**src/rtl/mac_pipe.sv**
```systemverilog
// mac_pipe: two-stage pipelined unsigned multiply-accumulate with block framing.
// Optional MAC_SATURATE_EN: accumulator saturates instead of wrapping.
module mac_pipe #(
    parameter int DATA_W = 8,
    parameter int ACC_W  = 20,
    parameter int LEN    = 16
) (
    input  logic                       clk,
    input  logic                       reset,
    input  logic                       clear,
    input  logic                       in_valid,
    output logic                       in_ready,
    input  logic [DATA_W-1:0]          x,
    input  logic [DATA_W-1:0]          y,
    output logic                       out_valid,
    input  logic                       out_ready,
    output logic [ACC_W-1:0]           result,
    output logic                       overflow,
    output logic [$clog2(LEN+1)-1:0]   term_cnt
);

    localparam int CNT_W = $clog2(LEN+1);

    logic [ACC_W-1:0] p1_q, p1_d;
    logic             v1_q, v1_d;
    logic             l1_q, l1_d;
    logic [ACC_W-1:0] acc_q, acc_d;
    logic             ovf_acc_q, ovf_acc_d;
    logic [CNT_W-1:0] term_cnt_q, term_cnt_d;
    logic [ACC_W-1:0] result_q, result_d;
    logic             overflow_q, overflow_d;
    logic             out_valid_q, out_valid_d;

    logic              en;
    logic              accept;
    logic [2*DATA_W-1:0] prod;
    logic [ACC_W:0]    sum;
    logic              carry;
    logic [ACC_W-1:0]  acc_next;
    logic [CNT_W:0]    seen;
    logic              last_term;

    // Handshake, product and accumulate arithmetic shared by both stages.
    always_comb begin
        en       = !out_valid_q || out_ready;
        in_ready = !reset && en && !clear;
        accept   = in_valid && in_ready;
        prod     = {{DATA_W{1'b0}}, x} * {{DATA_W{1'b0}}, y};
        sum      = {1'b0, acc_q} + {1'b0, p1_q};
        carry    = sum[ACC_W];
`ifdef MAC_SATURATE_EN
        acc_next = carry ? {ACC_W{1'b1}} : sum[ACC_W-1:0];
`else
        acc_next = sum[ACC_W-1:0];
`endif
        // Terms of the current block already accepted: those accumulated
        // plus one still in stage 1, unless that one closes the prior block.
        if (v1_q && l1_q) begin
            seen = '0;
        end else begin
            seen = {1'b0, term_cnt_q} + {{CNT_W{1'b0}}, v1_q};
        end
        last_term = (seen == (CNT_W+1)'(LEN-1));
    end

    // Stage 1: register the product and mark the last term of a block.
    always_comb begin
        p1_d = p1_q;
        v1_d = v1_q;
        l1_d = l1_q;
        if (clear) begin
            v1_d = 1'b0;
            l1_d = 1'b0;
        end else if (en) begin
            v1_d = accept;
            l1_d = accept && last_term;
            if (accept) begin
                p1_d = ACC_W'(prod);
            end
        end
    end

    // Stage 2 and output register: accumulate, close blocks, hand off.
    always_comb begin
        acc_d       = acc_q;
        ovf_acc_d   = ovf_acc_q;
        term_cnt_d  = term_cnt_q;
        result_d    = result_q;
        overflow_d  = overflow_q;
        out_valid_d = out_valid_q;
        if (out_ready) begin
            out_valid_d = 1'b0;
        end
        if (clear) begin
            acc_d      = '0;
            ovf_acc_d  = 1'b0;
            term_cnt_d = '0;
        end else if (en && v1_q) begin
            if (l1_q) begin
                result_d    = acc_next;
                overflow_d  = ovf_acc_q | carry;
                out_valid_d = 1'b1;
                acc_d       = '0;
                ovf_acc_d   = 1'b0;
                term_cnt_d  = '0;
            end else begin
                acc_d      = acc_next;
                ovf_acc_d  = ovf_acc_q | carry;
                term_cnt_d = term_cnt_q + CNT_W'(1);
            end
        end
    end

    // State registers with synchronous reset.
    always_ff @(posedge clk) begin
        if (reset) begin
            p1_q        <= '0;
            v1_q        <= 1'b0;
            l1_q        <= 1'b0;
            acc_q       <= '0;
            ovf_acc_q   <= 1'b0;
            term_cnt_q  <= '0;
            result_q    <= '0;
            overflow_q  <= 1'b0;
            out_valid_q <= 1'b0;
        end else begin
            p1_q        <= p1_d;
            v1_q        <= v1_d;
            l1_q        <= l1_d;
            acc_q       <= acc_d;
            ovf_acc_q   <= ovf_acc_d;
            term_cnt_q  <= term_cnt_d;
            result_q    <= result_d;
            overflow_q  <= overflow_d;
            out_valid_q <= out_valid_d;
        end
    end

    assign out_valid = out_valid_q;
    assign result    = result_q;
    assign overflow  = overflow_q;
    assign term_cnt  = term_cnt_q;

endmodule

```
**config.mk**
```make
export PLATFORM = sky130hd
export DESIGN_NAME = mac_pipe
export DESIGN_NICKNAME = d
export VERILOG_FILES = /design/src/rtl/mac_pipe.sv
export SDC_FILE = /design/constraint.sdc
export NUM_CORES = 1
export LEC_CHECK = 0
export ABC_AREA = 1
export ABC_CLOCK_PERIOD_IN_PS = 5700
export CORE_MARGIN = 8
export CORE_UTILIZATION = 55
export CTS_CLUSTER_SIZE = 14
export DETAILED_ROUTE_END_ITERATION = 7
export GPL_TIMING_DRIVEN = 0
export PLACE_DENSITY = 0.81
export SLEW_MARGIN = 20
export SYNTH_ARGS = -nofsm -noshare
export SYNTH_HDL_FRONTEND = slang
export SYNTH_SLANG_ARGS = --single-unit
```
**constraint.sdc**
```tcl
create_clock -name clk -period 5.7 [get_ports clk]
set_input_delay 1.425 -clock clk [delete_from_list [all_inputs] [get_ports clk]]
set_output_delay 1.425 -clock clk [all_outputs]
set_load 0.005 [all_outputs]
```
== After elaboration in Yosys (flattened, before gate mapping) ==
Index checks and enable logic that the tools add are counted.
Operators by class
  add/subtract/negate cells: 3
  $mul: 1
  equality and inequality tests: 1
  mux-type cells: 8
  bitwise logic cells: 2
  reduce and logical (&&, ||, !) cells: 13
Operator list (count)
  $add A20 B16 Y21: 1
  $mux W20: 1
  $mul A8 B8 Y16: 1
  $add A5 B1 Y6: 1
  $eq A6 B4 Y1 const B: 1
  $logic_and A1 B1 Y1: 6
  $mux W6: 1
  $reduce_and A3 Y1: 2
  $add A5 B1 Y5 const B: 1
  $mux W1: 5
  $mux W5: 1
  $logic_not A1 Y1: 3
  $reduce_or A2 Y1: 1
  $logic_or A1 B1 Y1: 1
  $not A1 Y1: 1
  $or A1 B1 Y1: 1
Word-level totals
  bits in registers: 66
  output and inout port bits: 28
  word-level logic and storage cells: 37

== Longest topological paths before layout ==
Gate-level depths: netlist of the first run.
  depth after elaboration: 6
  depth in mapped cells: 22

== Worst setup path after synthesis of the first run ==
OpenSTA, ideal clock, no wires.
  path type: input to register
  from: input port y[7]
  to: register p1_q[14]
  library setup time: 0.114 ns
  data arrival time: 4.956 ns
  required time: 5.586 ns
  slack: 0.630 ns
  cell stages on the path: 18
  path through: clkbuf_1 > nand2_1 > fa_1 > fa_1 > fa_1 > fa_1 > inv_1 > ha_1 > a21oi_1 > o21ai_0 > inv_1 > nand2_1 > nand2_1 > nand2_1 > nand2_1 > nand2_1 > o21bai_1 > inv_1
Between the ends
  longest elaborated chain between the ends: 1
RTL lines
  start, declared: RTL line 14  | input logic [DATA_W-1:0] y,
  $mul A8 B8 Y16: RTL line 48  | prod = {{DATA_W{1'b0}}, x} * {{DATA_W{1'b0}}, y};
  end signal, assigned: RTL line 127  | p1_q <= p1_d;
  end, declared: RTL line 24  | logic [ACC_W-1:0] p1_q, p1_d;
No other way between the ends.
A chain may end at the register's enable or synchronous reset.

== Worst setup path in the final report of the first run ==
  from: input port x[0]
  to: register p1_q[14]
Between the ends
  longest elaborated chain between the ends: 1
RTL lines
  start, declared: RTL line 13  | input logic [DATA_W-1:0] x,
  $mul A8 B8 Y16: RTL line 48
No other way between the ends.

==> impl_table.tex, run 1 <==
\begin{tabular}{lr}
\hline
Metric & Value \\
\hline
\multicolumn{2}{l}{\textbf{Critical path}} \\
\quad Category of the worst setup path launch point & primary input \\
\quad Critical path buffers and inverters & 4 \\
\quad Library cell appearing most often on the critical path & sky130\_fd\_sc\_hd\_\_nand2\_1 \\
\quad List of cells traversed by the critical path & clkbuf\_1, nand2\_1, fa\_1, fa\_1, fa\_1, fa\_1, inv\_1, ha\_1, a21oi\_1, o21ai\_0, inv\_1, nand2\_1, nand2\_1, nand2\_1, nand2\_1, nand2\_1, o21bai\_1, inv\_1 \\
\quad Slowest cell on the critical path & sky130\_fd\_sc\_hd\_\_fa\_1 \\
\quad Crit path largest cell delay & 0.54 ns \\
\quad Sort of element at the end of the critical path & register \\
\quad Arrival time of the worst setup path & 5.32 ns \\
\quad Crit-path max FO & 8 \\
\quad Delay-heaviest family, CP & adder cells \\
\quad Critical path data required time & 5.95 ns \\
\quad Crit Path Category & in -> reg \\
\multicolumn{2}{l}{\textbf{Place}} \\
\quad Quantity of I/O buffers inserted on ports & 32 \\
\quad Placed insts & 1063 \\
\quad Final HPWL DP & 11100 microns \\
\quad Pre-CTS setup slack & 0.261 ns \\
\quad Final RePlAce weighted congestion & 0.917 \\
\multicolumn{2}{l}{\textbf{Timing}} \\
\quad Setup TNS & 0 ns \\
\quad Fmax & 0.197 GHz \\
\quad Worst rel slew slack & 56.4\% \\
\quad Unrepaired setup endpoints after global routing & no \\
\quad Setup violation total in the final timing report & 0 \\
\quad Final-report hold violation count & 0 \\
\quad Ratio of final minimum period to clock period & 88.8\% \\
\quad Period minus WS final & 5.06 ns \\
\quad Max Slew Vio Count & 0 \\
\quad Least setup slack across all paths after layout & 0.636 ns \\
\quad Worst Clk Skew & 0.00887 ns \\
\quad Transition at the pin with the smallest max-transition slack & 0.654 ns \\
\multicolumn{2}{l}{\textbf{Floorplan}} \\
\quad Std-Cell Rows & 38 \\
\quad Die Footprint & 14500 sq um \\
\quad IO Pins & 49 \\
\quad Initial standard-cell utilization of the core & 55.6\% \\
\quad Die height & 120 microns \\
\quad Core Area & 10700 sq um \\
\quad Width of the die & 120 microns \\
\multicolumn{2}{l}{\textbf{Finish}} \\
\quad Leading cell type in the layout, fill and taps excluded & sky130\_fd\_sc\_hd\_\_nand2\_1 \\
\quad Diode count & 0 \\
\quad Non-filler instance count after layout & 1079 \\
\quad \# fillers & 1047 \\
\quad Commonest cells after routing, fill and taps aside & sky130\_fd\_sc\_hd\_\_nand2\_1 (247), sky130\_fd\_sc\_hd\_\_inv\_1 (182), sky130\_fd\_sc\_hd\_\_dfxtp\_1 (66) \\
\quad Final core occ & 62.6\% \\
\quad Proportion of layout cells with a drive suffix above 1 & 5.11\% \\
\quad Area growth from synthesis to layout & 12.5\% \\
\quad Count of nets after finishing & 1047 \\
\multicolumn{2}{l}{\textbf{Route}} \\
\quad DRT Pass-1 Iters & 5 \\
\quad Antenna Nets Post-Route & 0 \\
\quad Total detailed-routing wirelength & 13900 microns \\
\quad DR WL/cell & 12.9 microns \\
\quad 1st-iter DRT viols & 347 \\
\quad Vias per cell & 5.08 \\
\quad Total via count in the routed design & 5486 \\
\quad Number of DRC violations after detailed routing & 0 \\
\multicolumn{2}{l}{\textbf{Synthesis}} \\
\quad Main synth FF type & sky130\_fd\_sc\_hd\_\_dfxtp\_1 \\
\quad Async S/R FF share, synth & 0\% \\
\quad Synthesis warning total & 0 \\
\quad Number of flops mapped to enable cells by yosys & 0 \\
\quad Part of the Yosys area used for sequential elements & 22.1\% \\
\quad Syn\_nets & 1004 \\
\quad Post-Synthesis Cells & 891 \\
\quad Synthesis-stage register bit count & 66 \\
\quad Area of the mapped netlist & 5980 sq um \\
\quad Post-Syn Area per Cell & 6.71 sq um \\
\quad Number of distinct library cell variants in the gate-level netlist after synthesis & 42 \\
\multicolumn{2}{l}{\textbf{Clocking}} \\
\quad Post-CTS setup buffer count & 0 \\
\quad Post-cts hold buffer count & 0 \\
\quad Number of buffers created by CTS & 9 \\
\quad Depth of the CTS H-tree & 3 \\
\quad Clock slew seen by the registers of the worst setup and hold paths & 0.08 ns \\
\quad Clock tree root buffer cell & sky130\_fd\_sc\_hd\_\_clkbuf\_8 \\
\quad Clock tree buffer depth & 2 \\
\quad Clk\_lat worst skew & 0.36 ns \\
\quad Resize count post-CTS & 0 \\
\quad CTS tree & done \\
\quad CTS sink count & 66 \\
\multicolumn{2}{l}{\textbf{Min path}} \\
\quad Tightest Hold Check Type & reg -> reg \\
\multicolumn{2}{l}{\textbf{Pwr}} \\
\quad Largest vdd supply drop & 0.148 mV \\
\quad Tot Pwr & 1.60 mW \\
\quad Power density of the placed cells & 237 nW/um\^{}2 \\
\quad Static leakage & 3.73 nW \\
\multicolumn{2}{l}{\textbf{Status}} \\
\quad Result of the run & completed \\
\multicolumn{2}{l}{\textbf{GRT}} \\
\quad Global-route wire length before repair & 23300 microns \\
\quad Total routing resource utilization after global routing & 19.6\% \\
\quad Remaining Overflow, GRT & 0 \\
\quad Vias in the first global route & 5070 \\
\quad Largest net degree at the start of global routing & 13 \\
\quad Initial antenna violation count & 0 \\
\multicolumn{2}{l}{\textbf{Job}} \\
\quad Total of max-cap violations & 0 \\
\hline
\end{tabular}
## cell usage after synthesis (3+ instances only)
| library cell | instances | area (sq um) |
|---|---|---|
| sky130_fd_sc_hd__a21o_1 | 5 | 37.5 |
| sky130_fd_sc_hd__a21oi_1 | 47 | 235 |
| sky130_fd_sc_hd__buf_2 | 7 | 35.0 |
| sky130_fd_sc_hd__buf_4 | 3 | 22.5 |
| sky130_fd_sc_hd__clkbuf_1 | 20 | 75.1 |
| sky130_fd_sc_hd__dfxtp_1 | 66 | 1320 |
| sky130_fd_sc_hd__fa_1 | 37 | 741 |
| sky130_fd_sc_hd__ha_1 | 55 | 688 |
| sky130_fd_sc_hd__inv_1 | 182 | 683 |
| sky130_fd_sc_hd__nand2_1 | 247 | 927 |
| sky130_fd_sc_hd__nand2_2 | 3 | 18.8 |
| sky130_fd_sc_hd__nand3_1 | 51 | 255 |
| sky130_fd_sc_hd__nand3b_1 | 5 | 37.5 |
| sky130_fd_sc_hd__nand4_1 | 5 | 31.3 |
| sky130_fd_sc_hd__nor2_1 | 65 | 244 |
| sky130_fd_sc_hd__nor2_2 | 6 | 37.5 |
| sky130_fd_sc_hd__nor2_4 | 4 | 45.0 |
| sky130_fd_sc_hd__nor3_1 | 9 | 45.0 |
| sky130_fd_sc_hd__o211ai_1 | 8 | 60.1 |
| sky130_fd_sc_hd__o21a_1 | 3 | 22.5 |
| sky130_fd_sc_hd__o21ai_0 | 17 | 85.1 |
| sky130_fd_sc_hd__o21ai_1 | 10 | 50.1 |
| sky130_fd_sc_hd__xor2_1 | 11 | 96.3 |
## stage by stage
step	hold WS, ns	cell area (sq um)
global placement	0.456	6470
global route	0.492	6720
finish	0.467	6720
floorplan	0.448	5980
CTS	0.472	6720
detailed placement	0.462	6470
## worst reg2reg max path, cell delays in order, from the launching register on
cell	delay, ns
sky130_fd_sc_hd__dfxtp_1	0.32
sky130_fd_sc_hd__ha_1	0.25
sky130_fd_sc_hd__fa_1	0.44
sky130_fd_sc_hd__nand3_1	0.11
sky130_fd_sc_hd__nand3_2	0.10
sky130_fd_sc_hd__nand2_1	0.08
sky130_fd_sc_hd__nand2_1	0.13
sky130_fd_sc_hd__nand3_1	0.15
sky130_fd_sc_hd__nand2_1	0.09
sky130_fd_sc_hd__a21oi_1	0.19
sky130_fd_sc_hd__nand2_1	0.07
sky130_fd_sc_hd__nand2_1	0.06
sky130_fd_sc_hd__inv_1	0.03
## cell families (layout without fill, tap and decap cells)
kind of cell / count (synthesis) / after routing / synth area share (%)
buffers and inverters: 217 / 265 / 14.1
AO/OA/AOI/OAI: 100 / 100 / 9.44
flip-flops: 66 / 66 / 22.1
AND/OR/NAND/NOR: 404 / 404 / 28.7
adder cells (fa/ha/maj): 92 / 92 / 23.9
XOR/XNOR: 12 / 12 / 1.76
## power breakdown
group          internal, mW  switching [mW]  leakage [nW]  total (mW)
Combinational         0.229           0.392          3.07       0.622
Clock                 0.304           0.194         0.127       0.498
Sequential            0.469         0.00669         0.533       0.476
Total                  1.00           0.593          3.73        1.60
## worst paths after layout
| check | slack (ns) | depth (start not counted) | start | endpoint |
|---|---|---|---|---|
| min | 0.47 | 2 | result[2] | result[2] |
| max | 0.64 | 18 | x[0] | p1_q[14] |
| min reg2reg | 0.47 | 2 | result[2] | result[2] |
| max reg2reg | 3.61 | 12 | p1_q[0] | overflow |
## routing by layer
metal,GRT usage (%),share of wire (%),vias up
li1,-,-,2813
met1,27.4,48,2502
met2,31.2,45,158
met3,4.10,6.2,13
met4,3.20,0.84,0
met5,0,0,-
## registers in the layout, indices dropped and copies added, names as in the netlist
signal,count
acc_q,20
l1_q,1
out_valid,1
overflow,1
ovf_acc_q,1
p1_q,16
result,20
term_cnt,5
v1_q,1
## cell type report
type	count	area, sq um	share of cell area (%)
plain buffers	31	144	2.14
clock buffers	10	138	2.05
clock inverters	6	113	1.68
inverters	186	701	10.4
multi-input cells	608	3810	56.7
flip-flops and latches	66	1320	19.7
well taps	140	175	2.61
repair buffers	32	320	4.76
No activity file was read; power rests on OpenSTA's default activity.
==> run 2: changes to the inputs <==
--- a/config.mk
+++ b/config.mk
@@ -6,13 +6,13 @@
 export NUM_CORES = 1
 export LEC_CHECK = 0
 export ABC_AREA = 1
-export ABC_CLOCK_PERIOD_IN_PS = 5700
+export ABC_CLOCK_PERIOD_IN_PS = 4500
 export CORE_MARGIN = 8
-export CORE_UTILIZATION = 55
+export CORE_UTILIZATION = 54
 export CTS_CLUSTER_SIZE = 14
 export DETAILED_ROUTE_END_ITERATION = 7
 export GPL_TIMING_DRIVEN = 0
-export PLACE_DENSITY = 0.81
+export PLACE_DENSITY = 0.83
 export SLEW_MARGIN = 20
 export SYNTH_ARGS = -nofsm -noshare
 export SYNTH_HDL_FRONTEND = slang
==> constraint.sdc (replaced) <==
create_clock -name clk -period 4.5 [get_ports clk]
set_input_delay 1.125 -clock clk [delete_from_list [all_inputs] [get_ports clk]]
set_output_delay 1.125 -clock clk [all_outputs]
set_load 0.005 [all_outputs]
==> run 2 against run 1 <==
Compared with the run above: cell count unchanged; critical path type unchanged; flip-flop and latch count unchanged; hold slack improved by 0.0062 ns; critical path depth is 2 higher; global-route usage grew 0.70 points; highest routed layer unchanged.
==> impl_table.tex, run 2 (synthesis results as in run 1) <==
\begin{tabular}{lr}
\hline
Metric & Value \\
\hline
\multicolumn{2}{l}{\textbf{Critical path}} \\
\quad Crit path largest cell delay & 0.52 ns \\
\quad Crit Path Category & in -> reg \\
\quad List of cells traversed by the critical path & buf\_2, nand2\_1, inv\_1, fa\_1, fa\_1, fa\_1, inv\_1, fa\_1, inv\_1, ha\_4, a21oi\_2, o21ai\_1, inv\_1, nand2\_2, nand2\_1, nand2\_1, nand2\_1, nand2\_1, o21bai\_1, inv\_1 \\
\quad Reg-to-reg startpoint & p1\_q[0] \\
\quad Delay-heaviest family, CP & adder cells \\
\quad Reg2reg setup slack & 2.29 ns \\
\quad Worst path depth & 20 \\
\quad FF-to-FF End & overflow \\
\quad Launch point of the worst path & y[2] \\
\quad Slowest cell on the critical path & sky130\_fd\_sc\_hd\_\_fa\_1 \\
\quad Arrival time of the worst setup path & 4.63 ns \\
\quad Length in cells of the worst reg-to-reg path & 12 \\
\quad Last element of the critical path & p1\_q[14] \\
\quad Crit-path max FO & 8 \\
\quad Sort of element at the end of the critical path & register \\
\quad Critical path buffers and inverters & 6 \\
\quad Category of the worst setup path launch point & primary input \\
\quad Critical path data required time & 4.76 ns \\
\multicolumn{2}{l}{\textbf{Timing}} \\
\quad Setup violation total in the final timing report & 0 \\
\quad Transition at the pin with the smallest max-transition slack & 0.679 ns \\
\quad Setup TNS & 0 ns \\
\quad Worst rel slew slack & 54.8\% \\
\quad Worst Clk Skew & 0.0104 ns \\
\quad Ratio of final minimum period to clock period & 97.2\% \\
\quad Final-report hold violation count & 0 \\
\quad Max Slew Vio Count & 0 \\
\quad Fmax & 0.229 GHz \\
\quad Period minus WS final & 4.37 ns \\
\multicolumn{2}{l}{\textbf{Finish}} \\
\quad Count of nets after finishing & 1047 \\
\quad Diode count & 0 \\
\quad Area growth from synthesis to layout & 13.9\% \\
\quad Leading cell type in the layout, fill and taps excluded & sky130\_fd\_sc\_hd\_\_nand2\_1 \\
\quad Final standard cell area without fillers & 6810 sq um \\
\quad Proportion of layout cells with a drive suffix above 1 & 8.09\% \\
\quad Commonest cells after routing, fill and taps aside & sky130\_fd\_sc\_hd\_\_nand2\_1 (243), sky130\_fd\_sc\_hd\_\_inv\_1 (182), sky130\_fd\_sc\_hd\_\_dfxtp\_1 (66) \\
\multicolumn{2}{l}{\textbf{Clocking}} \\
\quad Clock slew seen by the registers of the worst setup and hold paths & 0.08 ns \\
\quad Clk\_lat worst skew & 0.35 ns \\
\quad Clock tree root buffer cell & sky130\_fd\_sc\_hd\_\_clkbuf\_8 \\
\quad Clock tree buffer depth & 2 \\
\quad CTS tree & done \\
\quad Number of buffers created by CTS & 9 \\
\quad CTS sink count & 66 \\
\quad Post-cts hold buffer count & 0 \\
\quad Depth of the CTS H-tree & 3 \\
\quad Post-CTS setup buffer count & 0 \\
\quad Resize count post-CTS & 0 \\
\multicolumn{2}{l}{\textbf{Floorplan}} \\
\quad IO Pins & 49 \\
\quad Die Footprint & 14700 sq um \\
\quad Std-Cell Rows & 38 \\
\quad Die height & 121 microns \\
\quad Width of the die & 121 microns \\
\quad Initial standard-cell utilization of the core & 55.1\% \\
\quad Core Area & 10800 sq um \\
\multicolumn{2}{l}{\textbf{Job}} \\
\quad Total of max-cap violations & 0 \\
\multicolumn{2}{l}{\textbf{Route}} \\
\quad Vias per cell & 5.13 \\
\quad 1st-iter DRT viols & 390 \\
\quad Number of DRC violations after detailed routing & 0 \\
\quad Total detailed-routing wirelength & 14300 microns \\
\quad DR WL/cell & 13.2 microns \\
\quad Total via count in the routed design & 5537 \\
\quad DRT Pass-1 Iters & 6 \\
\quad Antenna Nets Post-Route & 0 \\
\multicolumn{2}{l}{\textbf{GRT}} \\
\quad Remaining Overflow, GRT & 0 \\
\quad Largest net degree at the start of global routing & 14 \\
\quad Initial antenna violation count & 0 \\
\quad Global-route wire length before repair & 24400 microns \\
\quad Total routing resource utilization after global routing & 20.3\% \\
\quad Vias in the first global route & 5278 \\
\multicolumn{2}{l}{\textbf{Place}} \\
\quad Cell Area, Placed & 6590 sq um \\
\quad Quantity of I/O buffers inserted on ports & 32 \\
\quad Final RePlAce weighted congestion & 0.935 \\
\quad Final HPWL DP & 11400 microns \\
\multicolumn{2}{l}{\textbf{Pwr}} \\
\quad Static leakage & 3.75 nW \\
\quad Largest vdd supply drop & 0.177 mV \\
\quad Power density of the placed cells & 299 nW/um\^{}2 \\
\multicolumn{2}{l}{\textbf{Min path}} \\
\quad Tightest Hold Check Type & reg -> reg \\
\multicolumn{2}{l}{\textbf{Status}} \\
\quad Result of the run & completed \\
\hline
\end{tabular}
run 2: routing by layer:
layer,wire length (microns),GRT usage (%)
met2,6270,31.7
met3,951,3.44
met5,0,0
met4,195,5.24
met1,6860,28.5
run 2: final cells by class:
cell class                 count  area [sq um]
clock buffer                   9           124
fill                        1005          4030
sequential                    66          1320
inverter                     186           701
buffer                        31           195
tap                          140           175
multi-input combinational    608          3900
timing repair buffer          32           320
clock inverter                 7          76.3
run 2: worst min path at each step:
stage / from / endpoint / slack [ns] / cells after the start
floorplan: acc_q[0] / acc_q[0] / 0.45 / 2
global placement: acc_q[0] / acc_q[0] / 0.46 / 2
detailed placement: acc_q[0] / acc_q[0] / 0.46 / 2
CTS: acc_q[0] / acc_q[0] / 0.47 / 2
global route: acc_q[13] / acc_q[13] / 0.49 / 2
finish: acc_q[0] / acc_q[0] / 0.47 / 2
run 2: worst min-delay path, delay by kind of cell, from the launching register on:
kind / cells / cell delay, ns
AO/OA/AOI/OAI: 1 / 0.05
flip-flops: 1 / 0.32
AND/OR/NAND/NOR: 1 / 0.06
run 2: per-stage QoR:
| stage | std cells | worst slack (ns) | utilization [%] | hold WS (ns) | power (mW) |
|---|---|---|---|---|---|
| 6_report | 1079 | 0.127 | 62.8 | 0.474 | 2.04 |
| 5_1_grt | 1079 | -0.0203 | 62.8 | 0.488 | 2.20 |
| 4_1_cts | 1079 | 0.0985 | 62.6 | 0.473 | 2.02 |
| 3_5_place_dp | 1063 | -0.275 | 60.7 | 0.462 | 1.51 |
| 3_3_place_gp | 1063 | -0.241 | 60.7 | 0.456 | 1.49 |
| 2_1_floorplan | 891 | 0.0311 | - | 0.448 | 1.34 |
run 2: power breakdown:
| group | total [mW] | internal [mW] | switching [mW] |
|---|---|---|---|
| logic | 0.922 | 0.364 | 0.558 |
| registers | 0.603 | 0.594 | 0.00854 |
| clock network | 0.512 | 0.259 | 0.253 |
| total | 2.04 | 1.22 | 0.819 |
==> run 3: changes to the inputs <==
--- a/config.mk
+++ b/config.mk
@@ -6,10 +6,8 @@
 export NUM_CORES = 1
 export LEC_CHECK = 0
 export ABC_AREA = 1
-export ABC_CLOCK_PERIOD_IN_PS = 4500
 export CORE_MARGIN = 8
 export CORE_UTILIZATION = 54
-export CTS_CLUSTER_SIZE = 14
 export DETAILED_ROUTE_END_ITERATION = 7
 export GPL_TIMING_DRIVEN = 0
 export PLACE_DENSITY = 0.83
==> results of run 3 <==
The final DEF is identical to that of run 2; final timing and power are the same.
